File: config.mk
export PLATFORM = sky130hd
export DESIGN_NAME = bitty_fetch
export DESIGN_NICKNAME = d
export VERILOG_FILES = /design/src/rtl/bitty_fetch.sv
export SDC_FILE = /design/constraint.sdc
export NUM_CORES = 1
export LEC_CHECK = 0
export ABC_CLOCK_PERIOD_IN_PS = 8300
export BUFFER_PORTS_ARGS = -buffer_cell sky130_fd_sc_hd__buf_2
export CORE_ASPECT_RATIO = 1.5
export CORE_MARGIN = 2
export CORE_UTILIZATION = 61
export CTS_CLUSTER_DIAMETER = 30
export DETAILED_ROUTE_END_ITERATION = 6
export PLACE_DENSITY_LB_ADDON = 0.2
export SLEW_MARGIN = 20
export SYNTH_ARGS = -nofsm -noshare
export SYNTH_HDL_FRONTEND = slang
export SYNTH_SLANG_ARGS = --single-unit
File: constraint.sdc
create_clock -name clk -period 8.3 [get_ports clk]
set_input_delay 0.415 -clock clk [delete_from_list [all_inputs] [get_ports clk]]
set_output_delay 0.415 -clock clk [all_outputs]
set_load 0.01 [all_outputs]
File: src/rtl/bitty_fetch.sv
// ============================================================================
// Module   : bitty_fetch
// Brief    : Instruction prefetch stage feeding the bitty core from a req/ack
//            memory port through a small FIFO. Optional BITTY_FETCH_COUNT_EN
//            adds a retired-instruction counter output.
// Revision : 1.0
// ============================================================================
`default_nettype none

module bitty_fetch #(
  parameter int                 ADDR_W     = 8,
  parameter int                 DEPTH      = 4,
  parameter logic [ADDR_W-1:0]  START_ADDR = '0
) (
  input  logic              clk,
  input  logic              reset,
  input  logic              start,
  output logic              mem_req,
  output logic [ADDR_W-1:0] mem_addr,
  input  logic              mem_ack,
  input  logic [15:0]       mem_rdata,
  output logic              run,
  output logic [15:0]       d_instr,
  input  logic              done,
  output logic [ADDR_W-1:0] pc_out,
  output logic              busy,
`ifdef BITTY_FETCH_COUNT_EN
  output logic [15:0]       retired_cnt,
`endif
  output logic              underrun
);

  localparam int PTR_W = $clog2(DEPTH);
  localparam int CNT_W = PTR_W + 1;

  typedef enum logic [1:0] {S_IDLE, S_FILL, S_RUN} state_t;

  state_t             state_q, state_d;
  logic [CNT_W-1:0]   count_q, count_d;
  logic [PTR_W-1:0]   rd_ptr_q, rd_ptr_d;
  logic [PTR_W-1:0]   wr_ptr_q, wr_ptr_d;
  logic [ADDR_W-1:0]  fetch_pc_q, fetch_pc_d;
  logic [ADDR_W-1:0]  exec_pc_q, exec_pc_d;
  logic               mem_req_q, mem_req_d;
  logic               run_q, run_d;
  logic               underrun_q, underrun_d;
  logic [15:0]        fifo_q [DEPTH];
  logic [CNT_W:0]     avail;
`ifdef BITTY_FETCH_COUNT_EN
  logic [15:0]        retired_q, retired_d;
`endif

  logic push, pop_req, pop;

  // Acks outside an outstanding request are ignored so a full FIFO can never be overwritten.
  assign push    = mem_req_q && mem_ack;
  assign pop_req = done && (state_q == S_RUN);
  assign pop     = pop_req && (count_q != '0);

  always_comb begin
    state_d    = state_q;
    count_d    = count_q;
    rd_ptr_d   = rd_ptr_q;
    wr_ptr_d   = wr_ptr_q;
    fetch_pc_d = fetch_pc_q;
    exec_pc_d  = exec_pc_q;
    mem_req_d  = 1'b0;
    run_d      = 1'b0;
    underrun_d = underrun_q;
    avail      = {1'b0, count_q} + {{CNT_W{1'b0}}, push};
`ifdef BITTY_FETCH_COUNT_EN
    retired_d  = retired_q;
`endif

    if (state_q != S_IDLE) begin
      if (push) begin
        wr_ptr_d   = wr_ptr_q + PTR_W'(1);
        fetch_pc_d = fetch_pc_q + ADDR_W'(1);
      end
      if (pop) begin
        rd_ptr_d  = rd_ptr_q + PTR_W'(1);
        exec_pc_d = exec_pc_q + ADDR_W'(1);
      end
      case ({push, pop})
        2'b10:   count_d = count_q + CNT_W'(1);
        2'b01:   count_d = count_q - CNT_W'(1);
        default: count_d = count_q;
      endcase
    end

    // Flag when the core's next fetch would find nothing at the head.
    if (pop_req && (avail <= (CNT_W+1)'(1))) underrun_d = 1'b1;
`ifdef BITTY_FETCH_COUNT_EN
    if (pop_req) retired_d = retired_q + 16'd1;
`endif

    case (state_q)
      S_IDLE: begin
        if (start) begin
          state_d    = S_FILL;
          count_d    = '0;
          rd_ptr_d   = '0;
          wr_ptr_d   = '0;
          fetch_pc_d = START_ADDR;
          exec_pc_d  = START_ADDR;
          underrun_d = 1'b0;
`ifdef BITTY_FETCH_COUNT_EN
          retired_d  = '0;
`endif
        end
      end
      S_FILL: begin
        if (count_q == CNT_W'(DEPTH)) begin
          state_d = S_RUN;
          run_d   = 1'b1;
        end
      end
      S_RUN:   state_d = S_RUN;
      default: state_d = S_IDLE;
    endcase

    // A pending request is held until acked; a new one goes out only if it will fit.
    if (state_d != S_IDLE) begin
      if (mem_req_q && !mem_ack) mem_req_d = 1'b1;
      else                       mem_req_d = (count_d < CNT_W'(DEPTH));
    end
  end

  always_ff @(posedge clk or posedge reset) begin
    if (reset) begin
      state_q    <= S_IDLE;
      count_q    <= '0;
      rd_ptr_q   <= '0;
      wr_ptr_q   <= '0;
      fetch_pc_q <= START_ADDR;
      exec_pc_q  <= START_ADDR;
      mem_req_q  <= 1'b0;
      run_q      <= 1'b0;
      underrun_q <= 1'b0;
`ifdef BITTY_FETCH_COUNT_EN
      retired_q  <= '0;
`endif
    end else begin
      state_q    <= state_d;
      count_q    <= count_d;
      rd_ptr_q   <= rd_ptr_d;
      wr_ptr_q   <= wr_ptr_d;
      fetch_pc_q <= fetch_pc_d;
      exec_pc_q  <= exec_pc_d;
      mem_req_q  <= mem_req_d;
      run_q      <= run_d;
      underrun_q <= underrun_d;
`ifdef BITTY_FETCH_COUNT_EN
      retired_q  <= retired_d;
`endif
    end
  end

  always_ff @(posedge clk) begin
    if (push) fifo_q[wr_ptr_q] <= mem_rdata;
  end

  assign mem_req  = mem_req_q;
  assign mem_addr = fetch_pc_q;
  assign run      = run_q;
  assign d_instr  = (count_q == '0) ? 16'h0000 : fifo_q[rd_ptr_q];
  assign pc_out   = exec_pc_q;
  assign busy     = (state_q == S_FILL) || (state_q == S_RUN);
  assign underrun = underrun_q;
`ifdef BITTY_FETCH_COUNT_EN
  assign retired_cnt = retired_q;
`endif

endmodule

`default_nettype wire

Word-level counts from Yosys, hierarchy flattened
Memories as Yosys holds them, arrays and structs flattened.
Cells that the tools add are included.
{"block": "word_totals", "ff_bits": 28, "ram_bits": 64, "input_bits": 21, "output_inout_bits": 36, "memories": 1}
{"block": "op_classes", "n_addsub": 7, "n_lt_le_gt_ge": 2, "eq_ne": 5, "mux": 33, "n_reduce_logical": 12}
{"name": "fifo_q", "words": 4, "width": 16, "rd": 1, "rd_clocked_by_memory_dff": 0, "write_ports": 1, "line": "47", "source": "logic [15:0] fifo_q [DEPTH];"}
{"operator": "8-bit two-way mux", "count": 8}
{"operator": "2-bit two-way mux", "count": 10}
{"operator": "8-bit by 1-bit adder with 8-bit output (second input constant)", "count": 2}
{"operator": "16-bit two-way mux", "count": 1}
{"operator": "1-bit two-way mux", "count": 9}
{"operator": "3-bit two-way mux", "count": 3}
{"operator": "2-bit case mux with 3 select lines", "count": 1}
{"operator": "3-bit case mux with 2 select lines", "count": 1}
{"operator": "1-bit logical AND", "count": 5}
{"operator": "2-bit by 1-bit adder with 2-bit output (second input constant)", "count": 2}
{"operator": "3-bit by 1-bit adder with 4-bit output", "count": 1}
{"operator": "2-bit by 1-bit equality test with 1-bit output (second input constant)", "count": 2}
{"operator": "2-bit equality test (second input constant)", "count": 2}
{"operator": "4-bit by 1-bit less-or-equal comparator with 1-bit output (second input constant)", "count": 1}
{"operator": "2-bit nonzero test", "count": 2}
{"operator": "3-bit by 1-bit adder with 3-bit output (second input constant)", "count": 1}
{"operator": "3-bit equality test (second input constant)", "count": 1}
{"operator": "3-bit logical NOT", "count": 1}
{"operator": "3-bit less-than comparator (second input constant)", "count": 1}
{"operator": "3-bit nonzero test", "count": 1}
{"operator": "3-bit by 1-bit subtractor with 3-bit output (second input constant)", "count": 1}
{"operator": "2-bit logical NOT", "count": 1}
{"operator": "1-bit logical NOT", "count": 1}
{"operator": "1-bit logical OR", "count": 1}

Longest topological paths before layout
Gate-level depths: netlist (run 1).
{"block": "logic_depth", "depth_word": 11, "depth_mapped": 10}

Worst setup path after synthesis (run 1)
No wires, ideal clock.
{"block": "synth_path", "kind": "flip-flop to flip-flop", "startpoint": "reg count_q[1]", "endpoint": "reg mem_req_q (netlist: mem_req)", "setup_ns": 0.096, "arrival_time_ns": 2.553, "required_ns": 8.204, "setup_slack_ns": 5.651, "stages_incl_launch_ff": 11, "path_buffers": 2, "period_less_slack_ns": 2.649, "cell_sequence": "dfrtp_1 > nor3_2 > buf_6 > buf_2 > nor2_1 > ha_1 > fa_1 > xnor2_1 > o21a_1 > or3_1 > a311oi_2"}
{"block": "synth_via", "elab_chain_len": 10}
{"element": "start, declared", "line": "39", "source": "logic [CNT_W-1:0] count_q, count_d;"}
{"element": "start signal, assigned", "line": "145", "source": "count_q <= count_d;"}
{"element": "branches (longest 9 deep; another with 3-bit by 1-bit subtractor with 3-bit output)"}
{"element": "1-bit two-way mux *", "line": "123", "source": "if (state_d != S_IDLE) begin"}
{"element": "named net mem_req_d", "line": "44", "source": "logic mem_req_q, mem_req_d;"}
{"element": "end signal, assigned", "line": "150", "source": "mem_req_q <= mem_req_d;"}
{"element": "end, declared", "line": "44"}
Mark *: on every way through the listed nets, which the timed path passes.

Worst setup path in the final report (run 1)
Ends and elaborated chain as after synthesis.

==> reports/metrics.cfg, run 1 <==
[floorplanning]
initial_utilization_pct=62.61
rows=36
die_area_sq_um=7290
fp.dieW_microns=70.39
pin_count=57
dieHeight_microns=103.6
core_area_sq_um=6441

[final_layout]
drive_above_1_share_pct=30.06
fin_cells=402
nFillCells=458
final_cell_mix=edfxtp_1 (64), buf_2 (56), dfrtp_1 (27)
final_common_cell=edfxtp_1
diodes=0
finalNetCount=356
area_growth_pct=13.31

[placement]
portBuffers=56
dpl.hpwl_mm=4.834
dp.cells=386
place_congestion=0.7722

[yosys]
ys_seq_area_share_pct=65.03
synth_top_cells_by_area=edfxtp_1 (48%), dfrtp_1 (17%), mux4_2 (8.9%)
yosysTopAreaCell=edfxtp_1
syn_inst=262
synth-edff-count=64
synth-seq-cells=92
syn-cell-area_sq_um=4033
synth_top_area_share_pct=47.66
yosysWarningCount=0
ys.flop_type=edfxtp_1
async_flop_share_pct=30.43
yosysUniqueCellTypes=39
syn_nets=297
syn_area_per_cell_sq_um=15.39

[timing]
slew-limit-headroom_pct=43.53
worstMarginPinSlew_ns=0.8471
clock_skew_ns=0.007244
drv_slew=0
rsz0062_at_grt=false
period_minus_slack_ns=2.749
post-route-period-util_pct=33.12
whs_ns=0.1108
fin_tns_setup_ns=0
finalSetupViolations=0
fmax_mhz=363.8
finalHoldViolations=0

[cts]
cts-buffers-inserted=9
hold_buffers=0
clock_sinks=92
cts_buffer_depth=2
cts_tree=yes
htreeDepth=3
cts_root_buffer=clkbuf_8
postCtsSetupBuffers=0
cts_resized=0
clk_pin_slew_ns=0.09
insertion_delay_ns=0.36

[critical_path]
crit_path_end_kind=flip-flop
cp.arrival_ns=3.01
worstSetupPathType=reg -> reg
r2r_cells=9
crit_path_start_kind=flip-flop
cp_max_fo=20
cp.required_ns=8.56

[power_and_ir_drop]
vdd_ir_drop_max_mv=0.1873
p_int_uw=886.7
power.density_nw_per_um2=284.2
seqPwrFrac_pct=47.1
p_leak_uw=0.001869
clkPwrFrac_pct=24.7
p_sw_share_pct=31.71
comb_power_share_pct=28.3
p_sw_uw=411.8

[global_routing]
gr-total-overflow=0
grt_usage_pct=20.72
grt_max_degree=29
grt_pass1_wl_mm=11.40
grt_pass1_vias=2272
antenna_found_initial=0

[route]
wl_per_cell_microns=17.58
drt-vias-per-instance=5.744
drt-initial-drc-count=120
routed_wl_mm=7.069
ant_nets=0
drtPass1Iterations=4
drc=0
vias=2309

[run]
cap_violations=0

[worst_hold_path]
hp-class=in -> async

[status]
status=completed

-- path summary, 6_finish.rpt --
kind | slack (ns) | startpoint | end
min reg2reg | 0.49 | pc_out[6] | pc_out[6]
max reg2reg | 5.55 | count_q[1] | mem_req
min in group clk | 0.27 | mem_rdata[13] | fifo_q[2][13]
max | 5.55 | count_q[1] | mem_req
max in group asynchronous | 7.77 | reset | rd_ptr_q[0]
min | 0.11 | reset | mem_addr[5]
-- through the flow --
step | util, % | instance area, sq um | setup slack (ns) | power [uW]
after floorplan | - | 4033 | 5.651 | 878.3
after global routing | 70.94 | 4569 | 5.420 | 1368
after detailed placement | 67.58 | 4353 | 5.576 | 995.4
after CTS | 70.92 | 4568 | 5.436 | 1313
after global placement | 67.58 | 4353 | 5.695 | 981.3
final | 70.94 | 4569 | 5.551 | 1299
-- cell families (layout without fill, tap and decap cells) --
family,after synthesis,in the layout,synth area share (%)
AOI/OAI and AO/OA,21,21,3.351
xor gates and xnor gates,6,6,1.303
adders and majority gates,14,14,4.530
buffers and inverters,16,80,2.203
DFF,92,92,65.03
muxes,23,23,10.67
and+or+nand+nor,90,90,12.91
-- worst max-delay path, cell delays in order, from the launching register on --
cell	delay, ns
dfrtp_1	0.49
nor3_2	0.22
buf_4	0.29
nor2_1	0.09
ha_1	0.24
fa_1	0.39
xnor2_1	0.15
o21a_1	0.17
or3_1	0.38
a311oi_2	0.23
-- per-layer routing --
metal | global-route usage, % | routed length (microns)
met5 | 0 | 0
met4 | 7.005 | 102
met3 | 4.767 | 246
met2 | 37.47 | 3978
met1 | 23.76 | 2742
-- sequential cells by signal, summed over array words and instances (netlist names) --
| register | count |
|---|---|
| wr_ptr_q | 2 |
| rd_ptr_q | 2 |
| pc_out | 8 |
| fifo_q | 64 |
| state_q | 2 |
| underrun | 1 |
| mem_req | 1 |
| mem_addr | 8 |
| count_q | 3 |
| run | 1 |
-- cell usage after synthesis (2+ instances only) --
cell / instances
edfxtp_1: 64
dfrtp_1: 28
nand2_1: 24
nor2b_1: 18
mux4_2: 16
ha_1: 13
nand3_1: 11
inv_1: 7
mux2i_1: 7
and3_1: 6
nor2_1: 6
o21ai_0: 6
buf_2: 5
a21oi_1: 4
nand4_1: 4
o21ai_1: 4
xnor2_1: 4
buf_6: 3
nor3_1: 3
and2_1: 2
and3b_1: 2
and4_1: 2
nand2b_1: 2
nor3_2: 2
o21a_1: 2
o22ai_1: 2
or3_1: 2
xor2_1: 2
-- power groups by stage --
stage / logic (uW) / clock network (uW) / registers (uW)
final: 367 / 320 / 611
after global routing: 404 / 342 / 621
after CTS: 374 / 326 / 612
after detailed placement: 373 / 0 / 622
after global placement: 364 / 0 / 617
after floorplan: 279 / 0 / 599
-- final cells by class --
| cell class | count | area, sq um | share of cell area, % |
|---|---|---|---|
| sequential | 92 | 2624 | 57.42 |
| multi-input combinational | 154 | 1321 | 28.92 |
| timing repair buffer | 57 | 287.8 | 6.298 |
| clock buffer | 9 | 123.9 | 2.711 |
| tap | 76 | 95.09 | 2.081 |
| clock inverter | 7 | 91.34 | 1.999 |
| inverter | 7 | 26.28 | 0.5750 |
No activity file was read; power rests on OpenSTA's default activity.
==> run 2: changes to the inputs <==
--- a/config.mk
+++ b/config.mk
@@ -5,11 +5,11 @@
 export SDC_FILE = /design/constraint.sdc
 export NUM_CORES = 1
 export LEC_CHECK = 0
-export ABC_CLOCK_PERIOD_IN_PS = 8300
+export ABC_CLOCK_PERIOD_IN_PS = 2650
 export BUFFER_PORTS_ARGS = -buffer_cell sky130_fd_sc_hd__buf_2
 export CORE_ASPECT_RATIO = 1.5
 export CORE_MARGIN = 2
-export CORE_UTILIZATION = 61
+export CORE_UTILIZATION = 57
 export CTS_CLUSTER_DIAMETER = 30
 export DETAILED_ROUTE_END_ITERATION = 6
 export PLACE_DENSITY_LB_ADDON = 0.2
==> constraint.sdc (replaced) <==
create_clock -name clk -period 2.65 [get_ports clk]
set_input_delay 0.1325 -clock clk [delete_from_list [all_inputs] [get_ports clk]]
set_output_delay 0.1325 -clock clk [all_outputs]
set_load 0.01 [all_outputs]
==> run 2 against run 1 <==
  * Maximum frequency is 11% higher
  * Critical path depth up 1
  * Highest routed layer unchanged
  * Wire length rose by 3.5%
  * Final cell count is 6.7% higher
  * Global-route usage is 0.13 points lower
  * Clock-buffer cell count is 1 higher
  * Combinational power increased to 3.4 times the previous value
  * Sequential cell count did not move
  * Register-to-register slack worse by 5.4 ns
  * Sequential share of layout area is 2.6 points lower
==> reports/metrics.cfg, run 2 (synthesis gave the netlist of run 1 again) <==
[status]
status=completed

[timing]
finalSetupViolations=0
post-route-period-util_pct=93.59
drv_slew=0
slew-limit-headroom_pct=48.95
fmax_mhz=403.2
finalHoldViolations=0
rsz0062_at_grt=false
clock_skew_ns=0.008369
fin_tns_setup_ns=0
period_minus_slack_ns=2.480
worstMarginPinSlew_ns=0.7658

[global_routing]
grt_util_met1_pct=24.25
grt-busiest-layer=met2
grt_pass1_vias=2439
antenna_found_initial=0
use_met3_pct=4.229
use_met2_pct=36.30
gr-total-overflow=0
grt_max_degree=29
grt_pass1_wl_mm=11.82
grt_usage_pct=20.59

[floorplanning]
initial_utilization_pct=58.86
fp.dieW_microns=72.68
dieHeight_microns=107.0
rows=37
core_area_sq_um=6852
pin_count=57
die_area_sq_um=7777

[power_and_ir_drop]
p_int_uw=2735
seqPwrFrac_pct=46.2
p_sw_uw=1325
finalPower_uw=4061
p_sw_share_pct=32.64
p_leak_uw=0.001969
comb_power_share_pct=30.6
vdd_ir_drop_max_mv=0.5145
power.density_nw_per_um2=849.1
clkPwrFrac_pct=23.2

[final_layout]
drive_above_1_share_pct=29.91
diodes=0
final_common_cell=edfxtp_1
area_growth_pct=18.59
largest_register_ffs=64
largest_register=fifo_q
finalNetCount=381
final_util_pct=69.80
final_cell_mix=edfxtp_1 (64), buf_2 (56), dfrtp_1 (28)

[critical_path]
critical_path.most_common_cell=ha_1
crit_family=adder cells
cp_max_fo=5
cp.required_ns=2.91
max_stage_delay_ns=0.43
critPathSlowestCell=dfrtp_1
crit_buf_inv=1
crit_path_start_kind=flip-flop
r2r-start=state_q[0]
worstSetupPathType=reg -> reg
crit_path_end_kind=flip-flop
startpoint=state_q[0]
cp.arrival_ns=2.74
path_cells=inv_1 > ha_1 > nand2_1 > nor2_1 > ha_1 > fa_1 > xnor2_1 > o21a_1 > or3_1 > a311oi_2

[placement]
dpl.hpwl_mm=4.864
portBuffers=56
place_congestion=0.7746

[cts]
cts-buffers-inserted=9
hold_buffers=16
cts_root_buffer=clkbuf_8
cts_buffer_depth=2
htreeDepth=3
insertion_delay_ns=0.36
cts_tree=yes
postCtsSetupBuffers=0
clk_pin_slew_ns=0.09
cts_resized=0
clock_sinks=92

[route]
drt-vias-per-instance=5.538
vias=2376
drtPass1Iterations=6
drc=0
drt-initial-drc-count=189
ant_nets=0
routed_wl_mm=7.318
wl_per_cell_microns=17.06

[run]
cap_violations=0

[worst_hold_path]
min_from=mem_rdata[15]
hp-class=in -> reg

## run 2: cell count changes in the layout (fill, tap and decap cells not counted), sizes merged
cell | previous run | this run
clkinv | 5 | 1
clkinvlp | 0 | 2
bufinv | 2 | 1
buf | 57 | 66
dlygate4sd3 | 0 | 16
inv | 7 | 9
clkbuf | 9 | 10
## run 2: power by group through the flow
stage / combinational, uW / sequential [uW] / clock, uW
after floorplan: 875 / 1880 / 0
after global placement: 1220 / 1900 / 0
after detailed placement: 1240 / 1910 / 0
after CTS: 1270 / 1880 / 968
after global routing: 1380 / 1900 / 1020
final: 1240 / 1880 / 944
## run 2: worst register-to-register path, cell delays in order, from the launching register on
cell and delay, ns:
dfrtp_1 0.43, inv_1 0.08, ha_1 0.23, nand2_1 0.09, nor2_1 0.04, ha_1 0.23
fa_1 0.39, xnor2_1 0.15, o21a_1 0.16, or3_1 0.38, a311oi_2 0.20
## run 2: per-layer routing
| layer | part of all wire [%] | wire [microns] | vias up |
|---|---|---|---|
| met5 | 0 | 0 | - |
| met4 | 0.93 | 68 | 0 |
| met3 | 3.4 | 249 | 6 |
| met2 | 56 | 4114 | 49 |
| met1 | 39 | 2887 | 1175 |
| li1 | - | - | 1146 |
## run 2: layout make-up
| type | instances | area, sq um |
|---|---|---|
| Clock buffer | 10 | 127.6 |
| Clock inverter | 6 | 71.32 |
| Fill cell | 493 | 2069 |
| Inverter | 7 | 26.28 |
| Multi-Input combinational cell | 154 | 1321 |
| Sequential cell | 92 | 2623 |
| Tap cell | 78 | 97.59 |
| Timing Repair Buffer | 82 | 515.5 |
## run 2: final timing paths
kind	end	slack, ns	depth (start not counted)
max	mem_req	0.17	10
min	fifo_q[0][15]	0.02	1
max reg2reg	mem_req	0.17	10
min reg2reg	pc_out[6]	0.48	1
max in group asynchronous	count_q[0]	1.98	4
min in group asynchronous	pc_out[6]	0.38	4
## run 2: metrics by stage
stage          worst slack, ns  instances  hold slack (ns)  cell area [sq um]
6_report                0.1700        429          0.02429               4782
5_1_grt                0.04226        429          0.02165               4782
3_3_place_gp            0.2683        397           0.2175               4423
2_1_floorplan         0.001335        262           0.1979               4033
3_5_place_dp            0.1857        397           0.2224               4423
4_1_cts                 0.1680        429         0.005735               4782
